## src/rtl/prbs_check.sv

```systemverilog
// PRBS31 receive checker: self-synchronises a local LFSR to incoming words,
// declares lock, then counts received words and word errors.
module prbs_check #(
    parameter int unsigned STEP       = 31,
    parameter int unsigned LOCK_COUNT = 4,
    parameter int unsigned LOSS_COUNT = 8,
    parameter int unsigned CNT_W      = 32
) (
    input  logic             clk,
    input  logic             rst,
    input  logic             clear,
    input  logic [30:0]      data_in,
    input  logic             valid_in,
    output logic             locked,
    output logic             err_pulse,
    output logic             sticky_err,
    output logic [CNT_W-1:0] word_count,
    output logic [CNT_W-1:0] err_count
);

    localparam int unsigned W     = 31;
    localparam int unsigned RUN_W = 4;

    typedef enum logic [1:0] {
        HUNT   = 2'd0,
        VERIFY = 2'd1,
        LOCK   = 2'd2
    } state_t;

    state_t             state, state_d;
    logic [W-1:0]       exp_word, exp_word_d;
    logic [RUN_W-1:0]   match_cnt, match_cnt_d;
    logic [RUN_W-1:0]   miss_cnt, miss_cnt_d;
    logic               locked_d, err_pulse_d, sticky_err_d;
    logic [CNT_W-1:0]   word_count_d, err_count_d;
    logic [W-1:0]       adv_data, adv_exp;
    logic [RUN_W-1:0]   match_inc, miss_inc;

    // Single LFSR shift: feedback from taps 31 and 28.
    function automatic logic [W-1:0] lfsr_step(input logic [W-1:0] s);
        return {s[W-2:0], s[30] ^ s[27]};
    endfunction

    // Advance a word by STEP shifts to predict the next valid word.
    function automatic logic [W-1:0] advance(input logic [W-1:0] s);
        logic [W-1:0] r;
        r = s;
        for (int unsigned i = 0; i < STEP; i++) begin
            r = lfsr_step(r);
        end
        return r;
    endfunction

    assign adv_data  = advance(data_in);
    assign adv_exp   = advance(exp_word);
    assign match_inc = match_cnt + RUN_W'(1);
    assign miss_inc  = miss_cnt + RUN_W'(1);

    // Next-state and output decode.
    always_comb begin
        state_d      = state;
        exp_word_d   = exp_word;
        match_cnt_d  = match_cnt;
        miss_cnt_d   = miss_cnt;
        locked_d     = locked;
        err_pulse_d  = 1'b0;
        sticky_err_d = sticky_err;
        word_count_d = word_count;
        err_count_d  = err_count;

        if (valid_in) begin
            case (state)
                HUNT: begin
                    // The all-zero word is not a legal LFSR state, so it cannot seed.
                    if (data_in != '0) begin
                        exp_word_d  = adv_data;
                        match_cnt_d = '0;
                        state_d     = VERIFY;
                    end
                end
                VERIFY: begin
                    if (data_in == exp_word) begin
                        exp_word_d  = adv_exp;
                        match_cnt_d = match_inc;
                        if (match_inc == RUN_W'(LOCK_COUNT)) begin
                            state_d    = LOCK;
                            locked_d   = 1'b1;
                            miss_cnt_d = '0;
                        end
                    end else begin
                        state_d = HUNT;
                    end
                end
                LOCK: begin
                    exp_word_d = adv_exp;
                    if (word_count != '1) begin
                        word_count_d = word_count + CNT_W'(1);
                    end
                    if (data_in == exp_word) begin
                        miss_cnt_d = '0;
                    end else begin
                        err_pulse_d  = 1'b1;
                        sticky_err_d = 1'b1;
                        miss_cnt_d   = miss_inc;
                        if (err_count != '1) begin
                            err_count_d = err_count + CNT_W'(1);
                        end
                        if (miss_inc == RUN_W'(LOSS_COUNT)) begin
                            state_d  = HUNT;
                            locked_d = 1'b0;
                        end
                    end
                end
                default: begin
                    state_d  = HUNT;
                    locked_d = 1'b0;
                end
            endcase
        end

        // Clear overrides any count taken on the same edge; err_pulse is unaffected.
        if (clear) begin
            word_count_d = '0;
            err_count_d  = '0;
            sticky_err_d = 1'b0;
        end
    end

    always_ff @(posedge clk or negedge rst) begin
        if (!rst) begin
            state      <= HUNT;
            exp_word   <= '0;
            match_cnt  <= '0;
            miss_cnt   <= '0;
            locked     <= 1'b0;
            err_pulse  <= 1'b0;
            sticky_err <= 1'b0;
            word_count <= '0;
            err_count  <= '0;
        end else begin
            state      <= state_d;
            exp_word   <= exp_word_d;
            match_cnt  <= match_cnt_d;
            miss_cnt   <= miss_cnt_d;
            locked     <= locked_d;
            err_pulse  <= err_pulse_d;
            sticky_err <= sticky_err_d;
            word_count <= word_count_d;
            err_count  <= err_count_d;
        end
    end

endmodule

```

## config.mk

```make
export PLATFORM = sky130hd
export DESIGN_NAME = prbs_check
export DESIGN_NICKNAME = d
export VERILOG_FILES = /design/src/rtl/prbs_check.sv
export SDC_FILE = /design/constraint.sdc
export NUM_CORES = 1
export LEC_CHECK = 0
export ABC_CLOCK_PERIOD_IN_PS = 5000
export CAP_MARGIN = 10
export CORE_MARGIN = 4
export CORE_UTILIZATION = 53
export CTS_CLUSTER_SIZE = 24
export DETAILED_ROUTE_END_ITERATION = 7
export PLACE_DENSITY = 0.78
export SLEW_MARGIN = 20
export SYNTH_ARGS = -nofsm -noshare
export SYNTH_HDL_FRONTEND = slang
export SYNTH_SLANG_ARGS = --single-unit
export TNS_END_PERCENT = 5
```

## constraint.sdc

```tcl
create_clock -name clk -period 5 [get_ports clk]
set_clock_uncertainty 0.2 [all_clocks]
set_input_delay 0.75 -clock clk [delete_from_list [all_inputs] [get_ports clk]]
set_output_delay 0.75 -clock clk [all_outputs]
set_load 0.02 [all_outputs]
```

# Yosys cells after proc, flatten, opt, wreduce, memory -nomap -nowiden
# Index checks and enable logic that the tools add are counted.
dict set report word_totals {
  out_inout_bits 67
  word_cells 144
  reg_bits 108
}
dict set report classes {
  n_eq_ne 14
  mux 37
  n_bitwise 63
  addsub 4
  n_reduce_logical 17
}
# operator count
set ops {}
lappend ops {{$mux W32} 9}
lappend ops {{$pmux W31 S3} 1}
lappend ops {{$add A32 B1 Y32 const B} 2}
lappend ops {{$ne A32 B32 Y1 const B} 2}
lappend ops {{$mux W31} 2}
lappend ops {{$xor A1 B1 Y1} 62}
lappend ops {{$eq A31 B31 Y1} 1}
lappend ops {{$reduce_bool A31 Y1} 1}
lappend ops {{$mux W4} 5}
lappend ops {{$pmux W4 S2} 2}
lappend ops {{$reduce_and A4 Y1} 4}
lappend ops {{$ne A2 B2 Y1 const B} 6}
lappend ops {{$reduce_bool A2 Y1} 6}
lappend ops {{$mux W1} 11}
lappend ops {{$mux W2} 5}
lappend ops {{$add A4 B1 Y4 const B} 2}
lappend ops {{$pmux W2 S3} 1}
lappend ops {{$reduce_and A3 Y1} 2}
lappend ops {{$reduce_and A6 Y1} 1}
lappend ops {{$reduce_and A5 Y1} 1}
lappend ops {{$eq A4 B3 Y1 const B} 1}
lappend ops {{$eq A4 B4 Y1 const B} 1}
lappend ops {{$ne A3 B3 Y1 const B} 1}
lappend ops {{$pmux W1 S3} 1}
lappend ops {{5 further kinds} 5}

# Logic depth before layout (Yosys ltp)
dict set report logic_depth {
  ltp_word 6
  depth_mapped 12
  depth_no_buf 9
}

# Least setup slack after synthesis
# OpenSTA, ideal clock, no wires.
dict set report synth_timing {
  kind {input port to flip-flop}
  start {input data_in[21]}
  end {register locked}
  path_buffers 1
  stages 7
  t_arrival_ns 2.574
  setup_ns 0.125
  t_required_ns 4.675
  slack_ns 2.102
  path_cell_list {xnor2_1 nand4_1 nor4_1 a21oi_1 buf_2 a2111oi_0 mux2_2}
}
dict set report synth_via {
  elab_chain_len 3
}
# item line
set synth_lines {}
lappend synth_lines {{from (decl)} 12} ;# input logic [30:0] data_in,
lappend synth_lines {{$eq A31 B31 Y1 *} {82, 99}}
lappend synth_lines {{$ne A2 B2 Y1 (no source line)} -}
lappend synth_lines {{$reduce_and A6 Y1 (no source line) *} -}
lappend synth_lines {{to (signal assigned)} 145} ;# locked <= locked_d;
lappend synth_lines {{to (decl)} 14} ;# output logic locked,
# Mark *: on every way between the ends. The rest lies on a longest branch, timed or not.
# A chain may end at the register's enable or synchronous reset.

# Final worst setup path
dict set report layout_timing {
  start {input data_in[19]}
  end {register err_count[13]}
}
dict set report layout_via {
  elab_chain_len 3
}
# item line
set layout_lines {}
lappend layout_lines {{$eq A31 B31 Y1} 99} ;# if (data_in == exp_word) begin
lappend layout_lines {{$ne A2 B2 Y1 (no source line)} -}
lappend layout_lines {{$reduce_and A4 Y1 (no source line)} -}
lappend layout_lines {{to (signal assigned)} 149} ;# err_count <= err_count_d;
lappend layout_lines {{to (decl)} 18} ;# output logic [CNT_W-1:0] err_count
# Every way passes these cells.

==> impl_results.md <==
* Pwr Density at 364.2 mW/mm2
* Worst Path Arrival at 4.11 ns
* Worst EP required at 5.07 ns
* Hpwl dp at 12830 um
* RSZ-0062 raised after global routing: false
* Layout area overhead at 19.53%
* CTS max path bufs at 2
* Max_cap viols at 0
* Initial DRC Count at 614
* Final Hold Viols at 0
* FF-to-FF setup slack at 1.46 ns
* Xor and xnor fraction of the mapped netlist area at 0.1272
* Hold WC Path Type: input pin to asynchronous set/reset pin
* Area contributors post-synth: dfrtp_1 (39%), xnor2_1 (9.5%), nor2_1 (4.0%)
* Post-synthesis mux area share at 0.02398
* Most common cell after layout, fill and taps aside: dfrtp_1
* Effective utilization at floorplan at 0.5435
* Antenna viol nets, final at 0
* Relative slew slack at 0.3220
* CP Capture Type: flop
* Root buffer cell: clkbuf_16
* Worst path bufs/invs at 1
* Area leader, netlist: dfrtp_1
* Yosys warns at 0
* Clock transition at the registers of the reported paths at 0.08 ns
* Synth Area in Compound Gates at 0.1263
* Num CTS Buffers at 9
* Initial antenna violation count at 0
* FF-to-FF path depth at 7
* Post-DR wirelength/cell at 17.99 um
* DRT Pass-1 Iters at 5
* Finished Layout Cells at 1014
* Final core utilization at 0.6496
* Setup Viol. Count Final at 0
* Die ar. at 0.01488 mm2
* Number of distinct library cells after synthesis at 66
* Largest family of logic cells by synthesized area: simple AND/OR/NAND/NOR gates
* Cell area after synthesis at 0.006887 mm2
* Syn nets at 805
* Sequential share of the synthesized area at 0.3924
* All-layer global routing usage at 0.2506
* Period utilization at 0.8070
* Final Critical Period at 4.035 ns
* Post-CTS setup buffer count at 0
* LEAKAGE at 3.027 nW
* Most frequent cells in the layout: dfrtp_1 (108), clkdlybuf4s50_1 (99), xnor2_1 (75)
* Fin nets at 881
* Post-synth EDFFs at 0
* Worst setup SP type: input pin
* Cts hold-fix bufs at 0
* F_max at 247.8 MHz
* DRC at 0
* Pwr Total at 0.002998 W
* H-tree levels at 3
* I/O pins at 102
* CP max-delay cell: a21oi_2
* Primary FF master, synth: dfrtp_1
* Worst-path fanout max at 23
* Die outline width at 122.0 um
* Routed vias at 6366
* Critical path type: input pin to flop
* Sink Count at 108
* Post-synthesis adder-cell area fraction at 0.01635
* CTS tree: done
* Clk Latency, worst-skew pair at 0.36 ns
* Synthesized flop and latch total at 108
* Slew @ Worst Pin at 1.013 ns
* Die Ht at 122.0 um
* Global route overflow at 0
* Gpl congestion at 0.8645
* Post-synth top area share at 0.3924
* Delay-heaviest family, CP: simple AND/OR/NAND/NOR gates
* Routed wire length at 18240 um
* Slew Viols, Final at 0
* Synth Instances at 761
* Worst flop-to-flop path startpoint: exp_word[17]$_DFFE_PN0P_
* VDD IR max at 251.5 uV
* Async SR Flop Fraction at 1.000
* Rows at 41
* Critical Path, Cell by Cell: clkdlybuf4s50_1 > xnor2_1 > nand4_1 > nor4_1 > nand2_1 > a21oi_2 > o21ai_0 > a21oi_1
* Area of the core at 0.01267 mm2
* Cells after DPL at 998
* CTS resizes at 0
* DR vias/cell at 6.278
* Diodes inserted at 0
* Mean Syn Cell Area at 9.049 um2
* Layout cells sized above 1 at 0.05938
* Critical R2R Capture: err_count[13]$_DFFE_PN0P_
* Via count of the first global-routing pass at 6052
* CP max stage delay at 0.80 ns
* Largest net degree at the start of global routing at 88
* Status: finished clean
* Setup TNS at 0 ns
* Global-route wire length before repair at 30420 um
* Simple-gate share of the synthesized area at 0.2731
* PortBufs at 101
==> cell usage after synthesis (2+ instances only) <==
cell type,n
xor2_1,25
clkbuf_1,29
and4_1,6
nor2b_1,3
o2111ai_1,3
o21ai_0,18
nor3b_1,3
nor4b_1,2
or3_1,6
buf_2,5
nand4_1,28
a21oi_1,42
a2111oi_0,3
o41ai_1,3
o31ai_1,14
or4_1,9
nor4_1,32
and2_1,5
and3_1,11
o22ai_1,3
dfrtp_1,108
o211ai_1,26
buf_6,4
nand2_1,61
nor2_1,73
or4_2,4
nand3_1,42
nand4b_1,24
mux2_2,4
o21a_1,6
nor3_1,9
mux2i_1,12
inv_1,16
or2_2,5
ha_1,9
xnor2_1,75
nand3b_1,4
==> report_power, final <==
part / switching, W / internal (W) / leakage, nW / total [W]
Combinational: 0.000528 / 0.000434 / 1.45 / 0.000962
Sequential: 0.000265 / 0.00103 / 1.43 / 0.00129
Clock: 0.000347 / 0.000395 / 0.145 / 0.000742
==> final cells by class <==
cell class | count | area [um2]
Clock buffer | 10 | 229.0
Clock inverter | 6 | 71.32
Fill cell | 1055 | 4439
Inverter | 17 | 63.81
Multi-Input combinational cell | 595 | 3909
Sequential cell | 108 | 2703
Tap cell | 172 | 215.2
Timing Repair Buffer | 106 | 1041
==> metrics by stage <==
stage	setup slack, ns	instance area, um2	hold WS, ns
2_1_floorplan	2.102	6887	0.2544
5_1_grt	0.6449	8232	0.3729
3_5_place_dp	0.7153	7931	0.3098
3_3_place_gp	0.8798	7931	0.2855
4_1_cts	1.058	8232	0.3299
6_report	0.9650	8232	0.3253
==> worst max path at each step <==
stage	start	endpoint	slack (ns)	cells past startpoint
6_report	data_in[19]	err_count[13]$_DFFE_PN0P_	0.96	8
5_1_grt	data_in[14]	err_count[13]$_DFFE_PN0P_	0.64	8
4_1_cts	data_in[17]	err_count[13]$_DFFE_PN0P_	1.06	8
3_5_place_dp	data_in[17]	err_count[13]$_DFFE_PN0P_	0.72	8
3_3_place_gp	data_in[15]	err_count[7]$_DFFE_PN0P_	0.88	8
2_1_floorplan	data_in[21]	locked$_DFFE_PN0P_	2.10	7
==> cell families after synthesis <==
logic type | after synthesis
AO/OA/AOI/OAI | 132
AND/OR/NAND/NOR | 338
flip-flops | 108
buffers and inverters | 58
XOR/XNOR | 100
adder cells (fa/ha/maj) | 9
multiplexers | 16
==> sequential cells by signal, indices dropped and copies added, names as in the netlist <==
signal and flops:
err_pulse 1, miss_cnt 4, word_count 32, locked 1
err_count 32, match_cnt 4, exp_word 31, sticky_err 1
state 2
==> routing by layer <==
metal | part of all wire | vias to the layer above | wire length [um] | global-route usage
met5 | 0 | - | 0 | 0
met4 | 0.013 | 0 | 232 | 0.06232
met3 | 0.055 | 24 | 1010 | 0.03760
met2 | 0.48 | 247 | 8834 | 0.4068
met1 | 0.45 | 3161 | 8166 | 0.3543
li1 | - | 2934 | - | -
Power figures use the tool's default switching activity.
